--- config.mk ---
export PLATFORM = sky130hd
export DESIGN_NAME = cnt_down_timer_flat
export DESIGN_NICKNAME = d
export VERILOG_FILES = /design/src/rtl/cnt_down_timer_if.sv /design/src/rtl/cnt_down_timer.sv /design/src/flat_wrapper.sv
export SDC_FILE = /design/constraint.sdc
export NUM_CORES = 1
export LEC_CHECK = 0
export BUFFER_PORTS_ARGS = -buffer_cell sky130_fd_sc_hd__buf_2
export CORE_MARGIN = 5
export CORE_UTILIZATION = 42
export CTS_CLUSTER_DIAMETER = 50
export DETAILED_ROUTE_END_ITERATION = 10
export GPL_TIMING_DRIVEN = 0
export PLACE_DENSITY = 0.69
export SLEW_MARGIN = 5
export SYNTH_ARGS = -nofsm -noshare
export SYNTH_HDL_FRONTEND = slang
export SYNTH_SLANG_ARGS = --single-unit
--- constraint.sdc ---
create_clock -name clk -period 2.7 [get_ports clk]
set_input_delay 0.27 -clock clk [delete_from_list [all_inputs] [get_ports clk]]
set_output_delay 0.27 -clock clk [all_outputs]
set_load 0.02 [all_outputs]
--- src/rtl/cnt_down_timer_if.sv ---
// Control and display bundle for the MM:SS:CC countdown timer.
// The master drives the controls and presets; the slave is the timer itself.
interface cnt_down_timer_if;
  logic       load;
  logic [6:0] load_min;
  logic [6:0] load_sec;
  logic [6:0] load_cs;
  logic       start;
  logic       pause;
  logic [6:0] min;
  logic [6:0] sec;
  logic [6:0] cs;
  logic       running;
  logic       cs_tick;
  logic       done;

  modport master (
    output load, load_min, load_sec, load_cs, start, pause,
    input  min, sec, cs, running, cs_tick, done
  );

  modport slave (
    input  load, load_min, load_sec, load_cs, start, pause,
    output min, sec, cs, running, cs_tick, done
  );
endinterface

--- src/rtl/cnt_down_timer.sv ---
// MM:SS:CC countdown timer: a prescaler paces one borrow-cascade decrement per
// centisecond, and a one-cycle done pulse fires on the edge that reaches 00:00:00.
module cnt_down_timer #(
  parameter int TICK_DIV = 100000
) (
  input logic             clk,
  input logic             rst,
  cnt_down_timer_if.slave bus
);

  typedef enum logic [1:0] {
    ST_IDLE    = 2'd0,
    ST_RUN     = 2'd1,
    ST_PAUSED  = 2'd2,
    ST_EXPIRED = 2'd3
  } state_t;

  localparam int            PW       = (TICK_DIV > 1) ? $clog2(TICK_DIV) : 1;
  localparam logic [PW-1:0] PRE_LAST = PW'(TICK_DIV - 1);
  localparam logic [PW-1:0] PRE_ONE  = PW'(1);
  localparam logic [PW-1:0] PRE_ZERO = {PW{1'b0}};

  // Presets wider than a digit's range saturate rather than wrap.
  function automatic logic [6:0] clamp_digit(input logic [6:0] v, input logic [6:0] lim);
    if (v > lim) begin
      return lim;
    end else begin
      return v;
    end
  endfunction

  // One step of the borrow cascade; 00:00:00 stays put so nothing underflows.
  function automatic logic [20:0] dec_count(input logic [6:0] m, input logic [6:0] s,
                                            input logic [6:0] c);
    if (c != 7'd0) begin
      return {m, s, c - 7'd1};
    end else if (s != 7'd0) begin
      return {m, s - 7'd1, 7'd99};
    end else if (m != 7'd0) begin
      return {m - 7'd1, 7'd59, 7'd99};
    end else begin
      return 21'd0;
    end
  endfunction

  state_t        state_r, state_s;
  logic [PW-1:0] presc_r, presc_s;
  logic [6:0]    min_r, min_s;
  logic [6:0]    sec_r, sec_s;
  logic [6:0]    cs_r, cs_s;
  logic          running_r, running_s;
  logic          tick_r, tick_s;
  logic          done_r, done_s;
  logic          count_nz_s;
  logic          wrap_s;
  logic          step_s;
  logic [20:0]   dec_s;

  assign count_nz_s = (min_r != 7'd0) || (sec_r != 7'd0) || (cs_r != 7'd0);
  assign wrap_s     = (presc_r == PRE_LAST);
  assign step_s     = (state_r == ST_RUN) && !bus.load && !bus.pause && wrap_s;
  assign dec_s      = dec_count(min_r, sec_r, cs_r);

  // State register.
  always_ff @(posedge clk) begin
    if (rst) begin
      state_r <= ST_IDLE;
    end else begin
      state_r <= state_s;
    end
  end

  // Next-state logic; load beats pause, pause beats start.
  always_comb begin
    state_s = state_r;
    if (bus.load) begin
      state_s = ST_IDLE;
    end else begin
      case (state_r)
        ST_IDLE: begin
          if (bus.start && !bus.pause && count_nz_s) begin
            state_s = ST_RUN;
          end else begin
            state_s = ST_IDLE;
          end
        end
        ST_RUN: begin
          if (bus.pause) begin
            state_s = ST_PAUSED;
          end else if (step_s && (dec_s == 21'd0)) begin
            state_s = ST_EXPIRED;
          end else begin
            state_s = ST_RUN;
          end
        end
        ST_PAUSED: begin
          if (bus.start && !bus.pause) begin
            state_s = ST_RUN;
          end else begin
            state_s = ST_PAUSED;
          end
        end
        ST_EXPIRED: state_s = ST_EXPIRED;
        default:    state_s = ST_IDLE;
      endcase
    end
  end

  // Next values of the count, prescaler and pulse outputs.
  always_comb begin
    presc_s = presc_r;
    min_s   = min_r;
    sec_s   = sec_r;
    cs_s    = cs_r;
    tick_s  = 1'b0;
    done_s  = 1'b0;
    if (bus.load) begin
      presc_s = PRE_ZERO;
      min_s   = clamp_digit(bus.load_min, 7'd99);
      sec_s   = clamp_digit(bus.load_sec, 7'd59);
      cs_s    = clamp_digit(bus.load_cs, 7'd99);
    end else if ((state_r == ST_RUN) && !bus.pause) begin
      if (wrap_s) begin
        presc_s              = PRE_ZERO;
        {min_s, sec_s, cs_s} = dec_s;
        tick_s               = 1'b1;
        done_s               = (dec_s == 21'd0);
      end else begin
        presc_s = presc_r + PRE_ONE;
      end
    end else begin
      presc_s = presc_r;
    end
    running_s = (state_s == ST_RUN);
  end

  // Datapath and output registers; a paused prescaler simply holds.
  always_ff @(posedge clk) begin
    if (rst) begin
      presc_r   <= PRE_ZERO;
      min_r     <= 7'd0;
      sec_r     <= 7'd0;
      cs_r      <= 7'd0;
      running_r <= 1'b0;
      tick_r    <= 1'b0;
      done_r    <= 1'b0;
    end else begin
      presc_r   <= presc_s;
      min_r     <= min_s;
      sec_r     <= sec_s;
      cs_r      <= cs_s;
      running_r <= running_s;
      tick_r    <= tick_s;
      done_r    <= done_s;
    end
  end

  assign bus.min     = min_r;
  assign bus.sec     = sec_r;
  assign bus.cs      = cs_r;
  assign bus.running = running_r;
  assign bus.cs_tick = tick_r;
  assign bus.done    = done_r;

  logic unused_s;
  assign unused_s = step_s & 1'b0;

endmodule

--- src/flat_wrapper.sv ---
// flat-port wrapper written by rule: the top's interface ports become plain ports
module cnt_down_timer_flat 
#(
  parameter int TICK_DIV = 100000
)
  (clk, rst, bus_load, bus_load_min, bus_load_sec, bus_load_cs, bus_start, bus_pause, bus_min, bus_sec, bus_cs, bus_running, bus_cs_tick, bus_done);
  cnt_down_timer_if bus_i ();
  input logic clk;
  input logic rst;
  input wire logic [$bits(bus_i.load)-1:0] bus_load;
  input wire logic [$bits(bus_i.load_min)-1:0] bus_load_min;
  input wire logic [$bits(bus_i.load_sec)-1:0] bus_load_sec;
  input wire logic [$bits(bus_i.load_cs)-1:0] bus_load_cs;
  input wire logic [$bits(bus_i.start)-1:0] bus_start;
  input wire logic [$bits(bus_i.pause)-1:0] bus_pause;
  output wire logic [$bits(bus_i.min)-1:0] bus_min;
  output wire logic [$bits(bus_i.sec)-1:0] bus_sec;
  output wire logic [$bits(bus_i.cs)-1:0] bus_cs;
  output wire logic [$bits(bus_i.running)-1:0] bus_running;
  output wire logic [$bits(bus_i.cs_tick)-1:0] bus_cs_tick;
  output wire logic [$bits(bus_i.done)-1:0] bus_done;
  assign bus_i.load = bus_load;
  assign bus_i.load_min = bus_load_min;
  assign bus_i.load_sec = bus_load_sec;
  assign bus_i.load_cs = bus_load_cs;
  assign bus_i.start = bus_start;
  assign bus_i.pause = bus_pause;
  assign bus_min = bus_i.min;
  assign bus_sec = bus_i.sec;
  assign bus_cs = bus_i.cs;
  assign bus_running = bus_i.running;
  assign bus_cs_tick = bus_i.cs_tick;
  assign bus_done = bus_i.done;
  cnt_down_timer #(.TICK_DIV(TICK_DIV)) u_core (.clk(clk), .rst(rst), .bus(bus_i));
endmodule
# --- Yosys cells after proc, flatten, opt, wreduce, memory -nomap -nowiden ---
# Cells that the tools add are included.
# W data, S select, Z words.
totals:
  register_bits: 43
  inputBits: 26
  out_inout_bits: 24
  elab_cells: 67
classes:
  addsub: 4
  order_cmp: 3
  n_eq_ne: 5
  muxes: 23
  bitwise: 2
  n_reduce_logical: 22
ops:
  columns: ["operator", "n"]
  rows:
  - ["$mux W7", 12]
  - ["$mux W21", 3]
  - ["$logic_not A21 Y1", 1]
  - ["$reduce_bool A7 Y1", 3]
  - ["$sub A7 B1 Y7 const B", 3]
  - ["$add A17 B1 Y17 const B", 1]
  - ["$eq A17 B17 Y1 const B", 1]
  - ["$mux W17", 1]
  - ["$gt A7 B7 Y1 const B", 2]
  - ["$mux W2", 4]
  - ["$pmux W2 S4", 1]
  - ["$gt A7 B6 Y1 const B", 1]
  - ["$logic_and A1 B1 Y1", 7]
  - ["$eq A2 B1 Y1 const B", 2]
  - ["$eq A2 B2 Y1 const B", 2]
  - ["$reduce_bool A2 Y1", 2]
  - ["$reduce_or A4 Y1", 1]
  - ["$reduce_or A3 Y1", 1]
  - ["$logic_not A1 Y1", 2]
  - ["$logic_not A2 Y1", 1]
  - ["$logic_or A1 B1 Y1", 2]
  - ["$mux W1", 2]
  - ["$not A1 Y1", 2]
  - ["$reduce_and A2 Y1", 1]
  - ["$reduce_or A2 Y1", 1]

# --- Longest topological paths before layout ---
# Gate-level depths: netlist of run 1.
logic_depth:
  word_depth: 11
  ltp_mapped: 10
  depth_no_buf: 8

# --- Worst setup path after synthesis of run 1 ---
# No wires, ideal clock.
synth_path:
  kind: "register to register"
  from: "register u_core.cs_r[0] (netlist: u_core.bus.cs[0])"
  to: "register u_core.running_r (netlist: u_core.bus.running)"
  setup_time_ns: 0.134
  t_arrival_ns: 2.417
  required_time_ns: 2.566
  setup_slack_ns: 0.149
  path_stages_with_launch: 11
  n_path_buf: 2
  synth_period_minus_slack_ns: 2.551
  cell_sequence: "dfxtp_1 clkbuf_1 inv_1 ha_1 nor2b_1 nand2_1 clkbuf_1 nor3_1 mux2_2 nor4_1 o21ai_0"
synth_via:
  elab_chain_cells: 9
  word_cells_on_any_way: 13
  classes_between: "add/sub: 1; eq/ne: 1; mux: 6; reduce/logical: 5"
synth_rtl:
  columns: ["element", "line", "source"]
  rows:
  - ["from (decl)", "cnt_down_timer.sv:50", "logic [6:0] cs_r, cs_s;"]
  - ["from (signal assigned)", "cnt_down_timer.sv:151", "cs_r <= cs_s;"]
  - ["$sub A7 B1 Y7 or $reduce_bool A7 Y1 (tied branches)", "cnt_down_timer.sv:36, cnt_down_timer.sv:35, cnt_down_timer.sv:59", null]
  - ["$mux W21", "cnt_down_timer.sv:35", "if (c != 7'd0) begin"]
  - ["$logic_not A21 Y1", "cnt_down_timer.sv:90", "end else if (step_s && (dec_s == 21'd0)) begin"]
  - ["$logic_and A1 B1 Y1", "cnt_down_timer.sv:90", null]
  - ["$mux W2", "cnt_down_timer.sv:90", null]
  - ["$mux W2", "cnt_down_timer.sv:88", "if (bus.pause) begin"]
  - ["$pmux W2 S4 (*)", "cnt_down_timer.sv:79", "case (state_r)"]
  - ["$mux W2 (*)", "cnt_down_timer.sv:76", "if (bus.load) begin"]
  - ["$eq A2 B1 Y1 (*)", "cnt_down_timer.sv:134", "running_s = (state_s == ST_RUN);"]
  - ["to (signal assigned)", "cnt_down_timer.sv:152", "running_r <= running_s;"]
  - ["to (decl)", "cnt_down_timer.sv:51", "logic running_r, running_s;"]
# Mark *: on every way between the ends. The rest lies on a longest branch, timed or not.
# A chain may end at the register's enable or synchronous reset.

# --- Worst setup path in the final report of run 1 ---
layout_path:
  from: "register u_core.cs_r[1] (netlist: u_core.bus.cs[1])"
  to: "register u_core.running_r (netlist: u_core.bus.running)"
# The elaborated chain is that of the path after synthesis.

==> flow_metrics.tcl, run 1 <==
set metrics [dict create \
    r2r-end "u_core.bus.running" \
    cts_sinks 43 \
    r2r_cells 8 \
    core-area_um2 5921 \
    firstDrtPassIters 4 \
    cts_tree "done" \
    drc 0 \
    min_path_type "input pin to flip-flop" \
    yosys_warnings 0 \
    synthFlopType "dfxtp_1" \
    path_max_fanout 8 \
    gp_congestion 0.8930 \
    finalHoldViolations 0 \
    drtIter0Drc 219 \
    final_cells 456 \
    grt_pass1_wl_mm 12.01 \
    ys_seq_area_share_pct 33.81 \
    cts_made_buffers 5 \
    ff2ff_setup_slack_ps 140 \
    power_density_nw_per_um2 468.3 \
    clock_latency_ps 300 \
    synth_top_area_share_pct 33.81 \
    critPathArrivalTime_ps 2750 \
    grt_pass1_vias 2570 \
    wl_per_cell_um 15.60 \
    initial_utilization_pct 43.01 \
    peakVddDrop_mv 0.2019 \
    min_period_over_period_pct 94.98 \
    period_needed_ps 2565 \
    h-tree-depth 2 \
    cts_max_path_buffers 2 \
    synth_nets 353 \
    worstHoldEndpoint "u_core.bus.sec[0]" \
    drt-total-wl_mm 7.113 \
    power_mw 1.426 \
    synthTopCellsByArea "dfxtp_1 (34%), nor2_1 (6.0%), a21oi_1 (4.7%)" \
    outcome "finished, final reports clean" \
    cts.clk_slew.worst_paths_ps 90 \
    synth_area_per_cell_um2 7.883 \
    slew_viol_final 0 \
    row_count 28 \
    worstMarginPinSlew_ps 712.8 \
    ff_latch_area_um2 862.1 \
    yosysUniqueCellTypes 62 \
    power_leakage_nw 1.141 \
    drive_gt1_share_pct 22.57 \
    finalSetupViolCount 0 \
    cap_violations 0 \
    detailed_place_hpwl_mm 5.295 \
    antenna_found_initial 0 \
    multi_input_comb_area_um2 1615 \
    hp-start "bus_load_sec[0]" \
    vias 2634 \
    detail-route-antenna-nets 0 \
    via_per_inst 5.776 \
    synth_seq_cells 43 \
    critPathLaunchType "flip-flop" \
    chipWidth_um 87.86 \
    synth_edf_count 0 \
    relSlewSlack_pct 52.31 \
    required_ps 2890 \
    syn_area_um2 2546 \
    synth_area_leader_cell "dfxtp_1" \
    place_inst 445 \
    max_freq_mhz 389.9 \
    io_buffers 47 \
    crit_type "flip-flop to flip-flop" \
    fin_nets 410 \
    nFillCells 564 \
    cts_hold_repair.buffers 0 \
    holdPathStages 3 \
    ios 50 \
    grt_setup_unrepaired "no" \
    async_flop_share_pct 0 \
    num_antenna_cells 0 \
    root_buffer "clkbuf_8" \
    dieArea_um2 7719 \
    grt_max_degree 16 \
    r2r_start "u_core.bus.cs[1]" \
    skew_ps 8.537 \
    grt_overflow_total 0 \
    area_growth_pct 19.56 \
    grt_usage_pct 19.26 \
    synth_cells 323 \
    fp.dieH_um 87.86 \
    worstSetupEndpointType "flip-flop" \
]
-- timing repair --
item | CTS | global route
setup endpoints to repair | 3 | 14
buffers inserted | 0 | 4
pin swaps | 0 | 0
resized for setup | 3 | 7
-- how the worst max path moves through the flow --
stage,startpoint,end,slack [ps],depth (start not counted)
after global placement,u_core.bus.cs[0],u_core.bus.running,-400,10
after global routing,u_core.bus.cs[1],u_core.bus.running,10,8
after detailed placement,u_core.bus.cs[0],u_core.bus.running,-410,10
final,u_core.bus.cs[1],u_core.bus.running,140,8
after floorplan,u_core.bus.cs[0],u_core.bus.running,150,10
after CTS,u_core.bus.cs[0],u_core.bus.running,20,9
-- routing by layer --
layer | GRT usage, % | part of all wire [%]
met3 | 4.327 | 7.7
met4 | 7.252 | 1.5
met5 | 0 | 0
met2 | 29.25 | 43
met1 | 26.62 | 47
-- critical path, cell delays in order (launching register included) --
cell and delay, ps:
dfxtp_1 400, inv_1 80, ha_1 270, or3b_2 520
nor4_2 310, mux2i_1 310, nand4_1 180, nor4_4 240
o21ai_0 140
-- synth_stat cells, types with 5 or more instances --
cell type	instances
xor2_1	8
dfxtp_1	43
nand4_1	8
nand2_1	25
inv_1	14
or4_1	6
a21oi_1	24
nand3_1	11
o21ai_0	19
nor4_1	5
nor2_1	41
xnor2_1	7
nor3_1	19
clkbuf_1	9
or3_1	6
-- power breakdown --
group | internal [mW] | leakage (nW) | switching (mW)
Clock | 0.185 | 0.0443 | 0.249
Sequential | 0.656 | 0.352 | 0.0396
Combinational | 0.113 | 0.745 | 0.183
Total | 0.954 | 1.14 | 0.472
-- area by class of cell --
class / count / area share (%)
well taps: 75 / 3.083
plain buffers: 12 / 1.891
clock inverters: 3 / 0.8220
repair buffers: 51 / 8.714
flip-flops and latches: 43 / 28.32
clock buffers: 5 / 2.261
multi-input cells: 252 / 53.06
inverters: 15 / 1.850
-- stage by stage --
stage               instance area [µm²]  hold slack, ps  setup TNS (ps)  utilization (%)  setup WS, ps
floorplan                          2546           410.5               0                -         148.8
global placement                   2875           487.0           -1031            48.56        -395.7
detailed placement                 2875           493.3           -1061            48.56        -408.0
CTS                                2975           203.9               0            50.25         17.28
global route                       3044           226.9               0            51.42         10.64
finish                             3044           206.7               0            51.42         135.5
-- layout by cell type (no fill, tap or decap), types with 8 or more instances in the layout --
cell / Yosys / final
nand3_1: 11 / 11
dfxtp_1: 43 / 42
nor2_1: 41 / 40
o21ai_0: 19 / 19
nand2_1: 25 / 25
nand4_1: 8 / 8
xor2_1: 8 / 8
inv_1: 14 / 14
a21oi_1: 24 / 24
buf_2: 3 / 50
nor3_1: 19 / 19
-- cell families after synthesis --
group	share of synthesized area [%]
buffers and inverters	4.570
muxes	2.015
xor gates and xnor gates	5.160
and+or+nand+nor	31.25
adders and majority gates	1.966
AOI/OAI and AO/OA	21.23
DFF	33.81
-- flip-flops by register name, summed over array words and instances (netlist names) --
| signal | cells |
|---|---|
| u_core.bus.cs_tick | 1 |
| u_core.bus.min | 7 |
| u_core.state_r | 2 |
| u_core.bus.running | 1 |
| u_core.bus.sec | 7 |
| u_core.bus.cs | 7 |
| u_core.presc_r | 17 |
| u_core.bus.done | 1 |
Power figures use the tool's default switching activity.
==> run 2, diff against run 1 <==
--- a/config.mk
+++ b/config.mk
@@ -6,12 +6,13 @@
 export NUM_CORES = 1
 export LEC_CHECK = 0
 export BUFFER_PORTS_ARGS = -buffer_cell sky130_fd_sc_hd__buf_2
-export CORE_MARGIN = 5
+export CORE_MARGIN = 2
 export CORE_UTILIZATION = 42
 export CTS_CLUSTER_DIAMETER = 50
 export DETAILED_ROUTE_END_ITERATION = 10
 export GPL_TIMING_DRIVEN = 0
-export PLACE_DENSITY = 0.69
+export MAX_ROUTING_LAYER = met4
+export PLACE_DENSITY = 0.7
 export SLEW_MARGIN = 5
 export SYNTH_ARGS = -nofsm -noshare
 export SYNTH_HDL_FRONTEND = slang
==> run 2 against run 1 <==
Combinational power fell by 3%. Cell count fell by 0.66%. Setup slack got worse by 56 ps. Non-clock buffer count fell by 3. Maximum frequency fell by 2.1%. Total power fell by 0.40%. First-iteration DRC count fell by 18%. Die area fell by 13%. Largest cell class unchanged. Highest routed layer unchanged.
==> flow_metrics.tcl, run 2 (same netlist as run 1, synthesis figures left out) <==
set metrics [dict create \
    gp_congestion 0.9512 \
    crit_type "flip-flop to flip-flop" \
    largest_reg_flops 17 \
    min_period_over_period_pct 97.06 \
    final_util_pct 50.68 \
    grt_usage_pct 22.60 \
    cts_hold_repair.buffers 0 \
    finalHoldViolations 0 \
    power.internal_uw 949.2 \
    drtIter0Drc 179 \
    row_count 28 \
    core-area_um2 5886 \
    detailed_place_hpwl_mm 5.147 \
    p_seq_share_pct 48.9 \
    fin_nets 407 \
    h-tree-depth 2 \
    ff2ff_setup_slack_ps 80 \
    placed_cell_area_um2 2875 \
    grt_max_degree 16 \
    power_frac_clock_pct 30.9 \
    cts_made_buffers 5 \
    critPathArrivalTime_ps 2820 \
    worst_path_most_repeated_cell "nor4_2" \
    firstDrtPassIters 7 \
    required_ps 2900 \
    crit_slowest_cell "nor4_2" \
    grt_setup_unrepaired "no" \
    grt_overflow_total 0 \
    antenna_found_initial 0 \
    fin_tns_setup_ps 0 \
    chipWidth_um 81.86 \
    p_comb_share_pct 20.1 \
    ios 50 \
    initial_utilization_pct 43.26 \
    cap_violations 0 \
    mostFrequentLayoutCells "buf_2 (50), dfxtp_1 (42), nor2_1 (41), nand2_1 (25), a21oi_1 (24)" \
    drive_gt1_share_pct 21.16 \
    area_growth_pct 17.15 \
    startpoint "u_core.bus.min[0]" \
    worstMarginPinSlew_ps 752.9 \
    place_inst 445 \
    holdPathStages 3 \
    final_cell_area_um2 2983 \
    root_buffer "clkbuf_8" \
    power_density_nw_per_um2 476.1 \
    outcome "finished, final reports clean" \
    grt_pass1_wl_mm 11.40 \
    layout_commonest_cell "buf_2" \
    r2r_cells 10 \
    swShare_pct 33.15 \
    worstHoldEndpoint "u_core.bus.sec[1]" \
    path_cells "inv_1 > ha_1 > or3b_1 > clkbuf_1 > nor4_2 > a32o_1 > nand4_1 > nor4_2 > buf_4 > o21ai_0" \
    cts_tree "done" \
    r2r_start "u_core.bus.min[0]" \
    finalSetupViolCount 0 \
    power_switching_uw 470.8 \
    path_max_fanout 7 \
    drt-total-wl_mm 6.947 \
    via_per_inst 5.810 \
    skew_ps 8.110 \
    r2r-end "u_core.bus.running" \
    clock_latency_ps 310 \
    period_needed_ps 2621 \
    io_buffers 47 \
    num_antenna_cells 0 \
    cts_max_path_buffers 2 \
    min_path_type "input pin to flip-flop" \
    relSlewSlack_pct 49.62 \
    drc 0 \
    peakVddDrop_mv 0.2716 \
    critPathLaunchType "flip-flop" \
    hp-start "bus_load_sec[1]" \
    final_cells 453 \
    wl_per_cell_um 15.34 \
    vias 2632 \
    slew_viol_final 0 \
    fp.dieH_um 81.86 \
    cts_sinks 43 \
    max_freq_mhz 381.6 \
    regMostFlops "u_core.presc_r" \
    worstSetupEndpointType "flip-flop" \
    grt_pass1_vias 2326 \
    power_leakage_nw 1.110 \
    dieArea_um2 6701 \
    detail-route-antenna-nets 0 \
    slowest_delay_ps 590 \
    cts.clk_slew.worst_paths_ps 90 \
]
run 2: cell count changes in the layout (fill, tap and decap cells not counted):
cell        previous run  this run
clkinv_4               2         0
inv_6                  0         1
nor4_4                 3         1
nor2_1                40        41
clkinvlp_4             1         2
buf_4                  4         1
nor2_2                 1         0
nor2b_4                1         0
nor4_1                 2         4
nor2b_2                0         1
run 2: worst max-delay path by stage:
stage / to / slack (ps) / cells past startpoint
5_1_grt: u_core.bus.running / 8 / 10
3_5_place_dp: u_core.bus.running / -390 / 10
2_1_floorplan: u_core.bus.running / 150 / 10
6_report: u_core.bus.running / 80 / 10
3_3_place_gp: u_core.bus.running / -390 / 10
4_1_cts: u_core.bus.running / 130 / 9
run 2: routing by layer:
| metal | track usage, % | vias up | part of all wire (%) |
|---|---|---|---|
| li1 | - | 1308 | - |
| met1 | 31.74 | 1227 | 48 |
| met2 | 33.17 | 85 | 44 |
| met3 | 4.505 | 12 | 6.3 |
| met4 | 5.667 | 0 | 1.2 |
| met5 | - | - | 0 |
run 2: worst max-delay path, delay by kind of cell, from the launching register on:
kind,cells,cell delay (ps)
and+or+nand+nor,4,1230
AOI/OAI and AO/OA,2,280
buffers and inverters,3,440
adders and majority gates,1,170
DFF,1,390
run 2: repair_timing:
item	4_1_cts	5_1_grt
setup buffers	1	0
resized for setup	3	1
pin swaps	1	0
endpoints found under the setup margin	3	3
run 2: through the flow:
stage                     hold slack [ps]  total power [mW]  setup slack, ps
after floorplan                     410.5            0.8911            148.8
after global placement              488.0            0.9834           -393.2
after detailed placement            498.1            0.9872           -388.4
after CTS                           204.3             1.423            127.0
after global routing                216.6             1.485            7.790
final                               205.1             1.420            79.36
run 2: area by class of cell:
class | instances | area [µm²]
multi-input combinational | 252 | 1578
buffer | 12 | 57.56
timing repair buffer | 48 | 242.7
clock buffer | 5 | 68.82
inverter | 15 | 56.30
sequential | 43 | 862.1
fill | 594 | 2903
tap | 75 | 93.84
clock inverter | 3 | 23.77
run 2: power groups by stage:
stage | Clock (mW) | Combinational (mW) | Sequential [mW]
after floorplan | 0 | 0.168 | 0.723
after global routing | 0.472 | 0.313 | 0.700
after CTS | 0.448 | 0.281 | 0.694
after detailed placement | 0 | 0.281 | 0.706
final | 0.439 | 0.286 | 0.695
after global placement | 0 | 0.278 | 0.705
